### src/rtl/multicycle_control_if.sv
// Control bundle between the multicycle controller (master) and the datapath/memory side (slave).
interface multicycle_control_if;
  logic [6:0] opcode;
  logic       mem_ready;
  logic [2:0] alu_op;
  logic [1:0] alu_src_a;
  logic [1:0] alu_src_b;
  logic [1:0] result_src;
  logic       pc_write;
  logic       ir_write;
  logic       iord;
  logic       mem_read;
  logic       mem_write;
  logic       reg_write;
  logic       branch;
  logic       illegal_inst;
  logic       bus_error;
  logic [3:0] state;

  modport master (
    input  opcode, mem_ready,
    output alu_op, alu_src_a, alu_src_b, result_src, pc_write, ir_write, iord,
           mem_read, mem_write, reg_write, branch, illegal_inst, bus_error, state
  );

  modport slave (
    output opcode, mem_ready,
    input  alu_op, alu_src_a, alu_src_b, result_src, pc_write, ir_write, iord,
           mem_read, mem_write, reg_write, branch, illegal_inst, bus_error, state
  );
endinterface

### src/rtl/multicycle_control.sv
// Multicycle RV32 main controller: Moore outputs decoded from the state register, one state per cycle.
// Memory states wait on mem_ready and abandon the access to FETCH after WAIT_MAX idle cycles.
module multicycle_control #(
  parameter int WAIT_MAX = 15
) (
  input logic                  clk,
  input logic                  reset,
  multicycle_control_if.master bus
);
  localparam int CW = ($clog2(WAIT_MAX + 1) < 4) ? 4 : $clog2(WAIT_MAX + 1);

  localparam logic [6:0] OP_R     = 7'b0110011;
  localparam logic [6:0] OP_I     = 7'b0010011;
  localparam logic [6:0] OP_LOAD  = 7'b0000011;
  localparam logic [6:0] OP_STORE = 7'b0100011;
  localparam logic [6:0] OP_BR    = 7'b1100011;
  localparam logic [6:0] OP_JAL   = 7'b1101111;
  localparam logic [6:0] OP_JALR  = 7'b1100111;
  localparam logic [6:0] OP_LUI   = 7'b0110111;
  localparam logic [6:0] OP_AUIPC = 7'b0010111;

  typedef enum logic [3:0] {
    FETCH     = 4'd0,  DECODE   = 4'd1,  EXEC_R    = 4'd2,  EXEC_I = 4'd3,
    ALU_WB    = 4'd4,  MEM_ADDR = 4'd5,  MEM_READ  = 4'd6,  MEM_WB = 4'd7,
    MEM_WRITE = 4'd8,  BRANCH   = 4'd9,  JAL       = 4'd10, JALR   = 4'd11,
    LUI       = 4'd12, AUIPC    = 4'd13, ILLEGAL   = 4'd14, UNUSED = 4'd15
  } state_t;

  state_t        state_q, state_d;
  logic [CW-1:0] wait_q;
  logic          waiting, timeout;

  always_comb begin
    waiting = (state_q == FETCH || state_q == MEM_READ || state_q == MEM_WRITE) && !bus.mem_ready;
    timeout = waiting && (wait_q == CW'(WAIT_MAX));
  end

  always_comb begin
    state_d = state_q;
    case (state_q)
      FETCH:     if (bus.mem_ready) state_d = DECODE;
      DECODE: begin
        case (bus.opcode)
          OP_R:              state_d = EXEC_R;
          OP_I:              state_d = EXEC_I;
          OP_LOAD, OP_STORE: state_d = MEM_ADDR;
          OP_BR:             state_d = BRANCH;
          OP_JAL:            state_d = JAL;
          OP_JALR:           state_d = JALR;
          OP_LUI:            state_d = LUI;
          OP_AUIPC:          state_d = AUIPC;
          default:           state_d = ILLEGAL;
        endcase
      end
      EXEC_R, EXEC_I, LUI, AUIPC, JAL: state_d = ALU_WB;
      ALU_WB, MEM_WB, BRANCH, ILLEGAL: state_d = FETCH;
      MEM_ADDR:  state_d = (bus.opcode == OP_LOAD) ? MEM_READ : MEM_WRITE;
      MEM_READ:  if (bus.mem_ready) state_d = MEM_WB;
      MEM_WRITE: if (bus.mem_ready) state_d = FETCH;
      JALR:      state_d = JAL;
      default:   state_d = FETCH;
    endcase
    // An abandoned access returns to FETCH; mem_ready in the same cycle wins since timeout needs it low.
    if (timeout) state_d = FETCH;
  end

  // A FETCH timeout keeps the state code, so the counter is also cleared on timeout to restart the window.
  always_ff @(posedge clk or posedge reset) begin
    if (reset) begin
      state_q <= FETCH;
      wait_q  <= '0;
    end else begin
      state_q <= state_d;
      if (state_d != state_q || timeout)
        wait_q <= '0;
      else if (waiting)
        wait_q <= wait_q + 1'b1;
    end
  end

  always_comb begin
    bus.alu_op       = 3'b000;
    bus.alu_src_a    = 2'b00;
    bus.alu_src_b    = 2'b00;
    bus.result_src   = 2'b00;
    bus.pc_write     = 1'b0;
    bus.ir_write     = 1'b0;
    bus.iord         = 1'b0;
    bus.mem_read     = 1'b0;
    bus.mem_write    = 1'b0;
    bus.reg_write    = 1'b0;
    bus.branch       = 1'b0;
    bus.illegal_inst = 1'b0;
    bus.bus_error    = 1'b0;
    bus.state        = 4'd0;
    if (!reset) begin
      bus.state     = state_q;
      bus.bus_error = timeout;
      case (state_q)
        FETCH: begin
          bus.mem_read  = 1'b1;
          bus.alu_src_b = 2'b01;
          bus.ir_write  = bus.mem_ready;
          bus.pc_write  = bus.mem_ready;
        end
        DECODE:    begin bus.alu_src_a = 2'b01; bus.alu_src_b = 2'b10; end
        EXEC_R:    begin bus.alu_src_a = 2'b10; bus.alu_src_b = 2'b00; bus.alu_op = 3'b010; end
        EXEC_I:    begin bus.alu_src_a = 2'b10; bus.alu_src_b = 2'b10; bus.alu_op = 3'b011; end
        ALU_WB:    begin bus.reg_write = 1'b1; bus.result_src = 2'b10; end
        MEM_ADDR:  begin bus.alu_src_a = 2'b10; bus.alu_src_b = 2'b10; end
        MEM_READ:  begin bus.mem_read = 1'b1; bus.iord = 1'b1; end
        MEM_WB:    begin bus.reg_write = 1'b1; bus.result_src = 2'b01; end
        MEM_WRITE: begin bus.mem_write = 1'b1; bus.iord = 1'b1; end
        BRANCH: begin
          bus.alu_src_a  = 2'b10;
          bus.alu_op     = 3'b001;
          bus.branch     = 1'b1;
          bus.result_src = 2'b10;
        end
        // Link write of old PC+4 happens in the following ALU_WB.
        JAL: begin
          bus.pc_write   = 1'b1;
          bus.result_src = 2'b10;
          bus.alu_src_a  = 2'b01;
          bus.alu_src_b  = 2'b01;
        end
        JALR:      begin bus.alu_src_a = 2'b10; bus.alu_src_b = 2'b10; end
        LUI:       begin bus.alu_src_b = 2'b10; bus.alu_op = 3'b100; end
        AUIPC:     begin bus.alu_src_a = 2'b01; bus.alu_src_b = 2'b10; bus.alu_op = 3'b101; end
        ILLEGAL:   bus.illegal_inst = 1'b1;
        default:   bus.state = state_q;
      endcase
    end
  end
endmodule
### src/flat_wrapper.sv
// flat-port wrapper written by rule: the top's interface ports become plain ports
module multicycle_control_flat 
#(
  parameter int WAIT_MAX = 15
)
  (clk, reset, bus_opcode, bus_mem_ready, bus_alu_op, bus_alu_src_a, bus_alu_src_b, bus_result_src, bus_pc_write, bus_ir_write, bus_iord, bus_mem_read, bus_mem_write, bus_reg_write, bus_branch, bus_illegal_inst, bus_bus_error, bus_state);
  multicycle_control_if bus_i ();
  input logic clk;
  input logic reset;
  input wire logic [$bits(bus_i.opcode)-1:0] bus_opcode;
  input wire logic [$bits(bus_i.mem_ready)-1:0] bus_mem_ready;
  output wire logic [$bits(bus_i.alu_op)-1:0] bus_alu_op;
  output wire logic [$bits(bus_i.alu_src_a)-1:0] bus_alu_src_a;
  output wire logic [$bits(bus_i.alu_src_b)-1:0] bus_alu_src_b;
  output wire logic [$bits(bus_i.result_src)-1:0] bus_result_src;
  output wire logic [$bits(bus_i.pc_write)-1:0] bus_pc_write;
  output wire logic [$bits(bus_i.ir_write)-1:0] bus_ir_write;
  output wire logic [$bits(bus_i.iord)-1:0] bus_iord;
  output wire logic [$bits(bus_i.mem_read)-1:0] bus_mem_read;
  output wire logic [$bits(bus_i.mem_write)-1:0] bus_mem_write;
  output wire logic [$bits(bus_i.reg_write)-1:0] bus_reg_write;
  output wire logic [$bits(bus_i.branch)-1:0] bus_branch;
  output wire logic [$bits(bus_i.illegal_inst)-1:0] bus_illegal_inst;
  output wire logic [$bits(bus_i.bus_error)-1:0] bus_bus_error;
  output wire logic [$bits(bus_i.state)-1:0] bus_state;
  assign bus_i.opcode = bus_opcode;
  assign bus_i.mem_ready = bus_mem_ready;
  assign bus_alu_op = bus_i.alu_op;
  assign bus_alu_src_a = bus_i.alu_src_a;
  assign bus_alu_src_b = bus_i.alu_src_b;
  assign bus_result_src = bus_i.result_src;
  assign bus_pc_write = bus_i.pc_write;
  assign bus_ir_write = bus_i.ir_write;
  assign bus_iord = bus_i.iord;
  assign bus_mem_read = bus_i.mem_read;
  assign bus_mem_write = bus_i.mem_write;
  assign bus_reg_write = bus_i.reg_write;
  assign bus_branch = bus_i.branch;
  assign bus_illegal_inst = bus_i.illegal_inst;
  assign bus_bus_error = bus_i.bus_error;
  assign bus_state = bus_i.state;
  multicycle_control #(.WAIT_MAX(WAIT_MAX)) u_core (.clk(clk), .reset(reset), .bus(bus_i));
endmodule
### config.mk
export PLATFORM = sky130hd
export DESIGN_NAME = multicycle_control_flat
export DESIGN_NICKNAME = d
export VERILOG_FILES = /design/src/rtl/multicycle_control_if.sv /design/src/rtl/multicycle_control.sv /design/src/flat_wrapper.sv
export SDC_FILE = /design/constraint.sdc
export NUM_CORES = 1
export LEC_CHECK = 0
export ABC_AREA = 1
export CAP_MARGIN = 20
export CORE_MARGIN = 1
export CORE_UTILIZATION = 39
export DETAILED_ROUTE_END_ITERATION = 16
export PLACE_DENSITY_LB_ADDON = 0.08
export SYNTH_ARGS = -nofsm -noshare
export SYNTH_HDL_FRONTEND = slang
export SYNTH_SLANG_ARGS = --single-unit
### constraint.sdc
create_clock -name clk -period 1.7 [get_ports clk]
set_input_delay 0.255 -clock clk [delete_from_list [all_inputs] [get_ports clk]]
set_output_delay 0.255 -clock clk [all_outputs]
set_load 0.1 [all_outputs]
==> results of run 1 <==
==> cell usage after synthesis (all sizes together) <==
cell | count | area [um^2]
a21oi | 9 | 45.0
nor4 | 1 | 6.26
o21ai | 7 | 35.0
inv | 23 | 86.3
ha | 1 | 12.5
nand4 | 1 | 6.26
xor2 | 1 | 8.76
nand3b | 1 | 7.51
and2 | 1 | 6.26
a31oi | 1 | 6.26
nor3 | 3 | 20.0
clkbuf | 2 | 7.51
a311oi | 1 | 8.76
xnor2 | 1 | 8.76
nand2 | 35 | 136
nand3 | 13 | 70.1
dfrtp | 8 | 200
nor2 | 39 | 159
==> stage by stage <==
step / cell area (um^2) / TNS [ns]
2_1_floorplan: 1070 / -1.56
3_3_place_gp: 1800 / -1.26
3_5_place_dp: 1800 / -2.73
==> cells by family after synthesis <==
logic type / count (synthesis) / synth area share
compound gates: 18 / 0.114
xor+xnor: 2 / 0.0211
fa+ha+maj: 1 / 0.0151
buf+inv: 25 / 0.113
flops: 8 / 0.241
simple gates: 94 / 0.496
==> impl.org, run 1 <==
** Outcome
- The run stopped with a tool error.
- Halt point of the flow :: clock tree synthesis
- First Err :: [ERROR DPL-0038] Utilization greater than 100%, impossible to legalize

** Placement
- Pre-CTS setup slack :: -0.500 ns
- During placement, the flow inserted port buffers numbering 31.
- # placed instances :: 229
- HPWL Detailed :: 3000 um
- GP Congestion :: 0.905

** Clock tree
- Hold bufs inserted after CTS :: 0
- The clock passes through at most 2 buffers.
- Clock tree synthesis inserted a total of 3 buffers.
- The cell sitting at the root of the clock tree is a sky130_fd_sc_hd__clkbuf_4.
- In this run the number of H-tree levels came out at 1.
- Clock sinks :: 8
- In this run, post-CTS repair resized a total of 42 instances.
- Post-CTS timing repair inserted 10 buffers for setup.

** Synthesis
- Number of nets produced by synthesis :: 159
- Share of the yosys chip area belonging to registers :: 0.241
- During synthesis, Yosys emitted a total of 0 warnings.
- Register bit total from synthesis :: 8
- Average footprint of a synthesized cell :: 5.61 um^2
- Combined area of all synthesized cells :: 831 um^2
- Counting distinct cell types in the post-synthesis netlist gives 25.
- Synthesis produced 148 cells.

** Floorplan
- The floorplan has 16 rows.
- Number of top-level pins :: 32
- From bottom edge to top edge, the die measures 48.2 um.
- Initial cell density of the core :: 0.419
- From left edge to right edge, the die measures 48.2 um.
==> run 2, diff against run 1 <==
- CORE_AREA: default -> 2 2 63 65
- CORE_MARGIN: 1 -> default
- CORE_UTILIZATION: 39 -> default
- DIE_AREA: default -> 0 0 65 67
- PLACE_DENSITY_LB_ADDON: 0.08 -> 0.15
- clock period: 1.7 -> 2.2 ns (I/O delays scaled with it)
==> run 2 against run 1 <==
  * The flow now finishes without violations
  * Synthesized cell count is the same
  * Area after synthesis stayed put
==> impl.org, run 2 <==
** Floorplan
- The floorplan step defined a core boundary enclosing 3610 um^2.
- Die height :: 67 um (+39%)
- Initial cell density of the core :: 0.230 (-0.189)
- The die boundary width is 65 um (+35%).
- Number of standard-cell rows in the floorplan :: 22 (+6)
- The die covers 4360 um^2.
- The number of primary I/O pins is 32 (unchanged).

** STA
- Fin. max-slew vios :: 0
- In the finished design, the share of the clock period the worst path needs comes to 0.938.
- Post-layout minimum cycle time :: 2.06 ns
- Setup repair after global routing left no endpoint under its margin.
- Final setup violation count :: 0
- Headroom to the max-slew limit :: 0.761
- Post-route clock skew :: 0.00234 ns
- Number of hold-slack violations in the final timing report :: 0
- FMAX :: 0.485 GHz
- Transition time of the tightest slew-check pin :: 0.355 ns

** Cells and area
- Share of final-layout standard cells stronger than drive strength 1 :: 0.344
- Relative to the synthesized area, the layout overhead comes to 89.9%.
- Leaving out fill and tap cells, the most frequent cell in the layout is sky130_fd_sc_hd__nand2_1.
- Highest-count cells in the layout ignoring fill and taps :: sky130_fd_sc_hd__nand2_1, sky130_fd_sc_hd__buf_12, sky130_fd_sc_hd__nor2_1
- The largest registers in the layout are u_core.state_q x4, u_core.wait_q x4.
- The number of antenna diodes in the final layout is 0.
- Measured on the finished design, the core utilization comes to 0.438.
- In the final design database the tool counted 196 nets.

** Synthesis
- Warnings, synthesis :: 0 (unchanged)
- EDFF count, synth :: 0 (unchanged)
- The sequential share of the synthesized area is 0.241 (unchanged).
- Number of nets produced by synthesis :: 159 (unchanged)
- Yosys instantiated no cell more often than sky130_fd_sc_hd__nor2_1.
- The biggest area contributor in the post-synthesis netlist is sky130_fd_sc_hd__dfrtp_1.
- The number of synthesized register bits was 8 (unchanged).
- Top_reg_cell synth :: sky130_fd_sc_hd__dfrtp_1
- Area share of the largest cell type after synthesis :: 0.241 (unchanged)
- The number of distinct library cell variants in the gate-level netlist after synthesis is 25 (unchanged).
- Gate count after technology mapping :: 148 (unchanged)
- By area the synthesized netlist is led by sky130_fd_sc_hd__dfrtp_1, sky130_fd_sc_hd__nor2_1, sky130_fd_sc_hd__nand2_1.
- Combined area of all synthesized cells :: 831 um^2 (unchanged)
- Counting instances in the post-synthesis netlist gives the leading cell types as sky130_fd_sc_hd__nor2_1, sky130_fd_sc_hd__nand2_1, sky130_fd_sc_hd__inv_1.
- Average footprint of a synthesized cell :: 5.61 um^2 (unchanged)
- Async set-reset flop share out of synthesis :: 1.00 (unchanged)

** Worst setup path
- STA classifies the critical path startpoint as a register.
- Largest stage delay, worst path :: 0.44 ns
- Walking the worst path, the cells encountered are inv_2 -> nor2_2 -> nand2_2 -> nand2_1 -> nor2_1 -> nor3_2 -> nand3_2 -> nor2_4 -> buf_12.
- Slowest stage cell on the critical path :: sky130_fd_sc_hd__dfrtp_1
- STA classifies the critical path endpoint as an output port.
- WP data required :: 1.87 ns
- The critical path is of the register to output port type.
- Crit path max fanout :: 5
- Data arrival time at the worst-slack endpoint :: 1.73 ns

** Global routing
- The first global-routing pass estimated 4360 um of wire.
- Number of global-route vias before repair :: 1024
- GRT Total Usage :: 0.128
- Total grt overflow :: 0
- Entering global routing, the biggest net connects 21 pins.
- The number of antenna violations at the first check in global routing came to 0.

** Routing
- Drt total wl :: 2460 um
- Number of DRC markers in iteration 0 :: 17
- Dividing the detail-routed via count by the number of cells gives 4.51.
- Antenna Nets Post-Route :: 0
- After detailed routing, the average wire length per cell comes to 10.6 um.
- Number of DRC violations after detailed routing :: 0
- The final route contains 1041 vias.
- Length of the first detailed-routing pass in iterations :: 5

** Clock tree
- The hold buffer count at CTS was 0 (unchanged).
- TritonCTS built the clock tree.
- Source-to-sink clock delay at the later pin of the worst-skew pair :: 0.23 ns
- The maximum clock path buffer count was 2 (unchanged).
- Clock H-tree levels :: 1 (unchanged)
- The number of buffers created by CTS was 3 (unchanged).
- Clock sinks :: 8 (unchanged)
- CTS placed an instance of sky130_fd_sc_hd__clkbuf_8 at the clock tree root.
- After clock tree synthesis, the clock-pin slew on the worst setup and hold paths is 0.04 ns.

** Pwr
- The share of total power dissipated in sequential elements is 0.127.
- Cell-internal power :: 0.000866 W
- For this design the static power due to leakage is 0.717 nW.
- Of the total power, the share spent switching nets is 0.597.
- Combinational share of power :: 0.791
- Peak supply drop :: 0.433 mV
- The completed layout was analyzed and its total power is 0.00215 W.
- Net switching component of the power :: 0.00128 W
- For this design the ratio of total power to cell area is 1360 nW/um^2.
- Of the total power, the clock network draws 0.082.

** Outcome
- The flow ran to the end, and the final reports show no timing, DRC or antenna violations.

** Placement
- The placed wire-length estimate after detailed placement is 2100 um (-30%).
- GP Congestion :: 0.827 (-8.7%)
- Count of port buffers added during placement :: 31 (unchanged)

** Hold path
- Path type of the worst min-delay path :: register to register

** Run
- Max-cap violations in this run came to 0.
[run 2: stage by stage]
step                      area, um^2  cells  setup slack (ns)  setup TNS, ns  hold slack (ns)
after floorplan                  900    148            -0.508          -1.86            0.433
after CTS                       1560    231            0.0721              0            0.482
final                           1580    231             0.137              0            0.470
after global routing            1580    231           0.00459              0            0.495
after global placement          1510    227            0.0610              0            0.449
after detailed placement        1510    227           -0.0306        -0.0463            0.476
[run 2: cells by family (layout without fill, tap and decap cells)]
logic type,count (synthesis),in the layout,synth area share
compound gates,18,18,0.114
xor+xnor,2,2,0.0211
fa+ha+maj,1,1,0.0151
buf+inv,25,60,0.113
flops,8,8,0.241
simple gates,94,94,0.496
[run 2: timing repair]
action | 4_1_cts | 5_1_grt
setup endpoints to repair | 1 | 7
buffers inserted | 1 | 0
gates cloned | 0 | 0
resized for setup | 1 | 5
pin swaps | 1 | 0
[run 2: worst paths after layout]
path | slack, ns | from | cells past startpoint | to
min in group asynchronous | 0.68 | reset | 4 | u_core.state_q[3]
max in group asynchronous | 1.38 | reset | 4 | u_core.state_q[1]
max | 0.14 | u_core.state_q[2] | 9 | bus_bus_error
min reg2reg | 0.47 | u_core.wait_q[0] | 1 | u_core.wait_q[0]
min | 0.47 | u_core.wait_q[0] | 1 | u_core.wait_q[0]
max reg2reg | 0.30 | u_core.state_q[2] | 14 | u_core.wait_q[0]
[run 2: worst max-delay path: cells and delay by family (launching register included)]
family	cells	cell delay (ns)
and+or+nand+nor	7	0.78
DFF	1	0.44
buffers and inverters	2	0.29
[run 2: final cells by class]
type,instances,area [um^2]
Tap cell,48,60.1
Multi-Input combinational cell,115,623
Sequential cell,8,201
Clock buffer,3,41.3
Timing Repair Buffer,34,566
Fill cell,370,2030
Inverter,23,86.3
[run 2: routing by layer]
metal,share of wire,GRT usage
met5,0,0
met4,0.021,0.0638
met3,0.041,0.0203
met2,0.51,0.229
met1,0.43,0.146
[run 2: power groups by stage]
| stage | sequential, W | clock, W | combinational, W |
|---|---|---|---|
| detailed placement | 0.000262 | 0 | 0.00169 |
| CTS | 0.000263 | 0.000185 | 0.00170 |
| global placement | 0.000259 | 0 | 0.00168 |
| finish | 0.000272 | 0.000176 | 0.00170 |
| global route | 0.000279 | 0.000193 | 0.00182 |
| floorplan | 0.000246 | 0 | 0.00116 |
Note: power is estimated with default switching activity, not from simulation.
==> run 3, diff against run 2 <==
- CTS_BUF_LIST: default -> sky130_fd_sc_hd__clkbuf_8
==> results of run 3 <==
Final layout, timing and power as in run 2 (identical DEF).
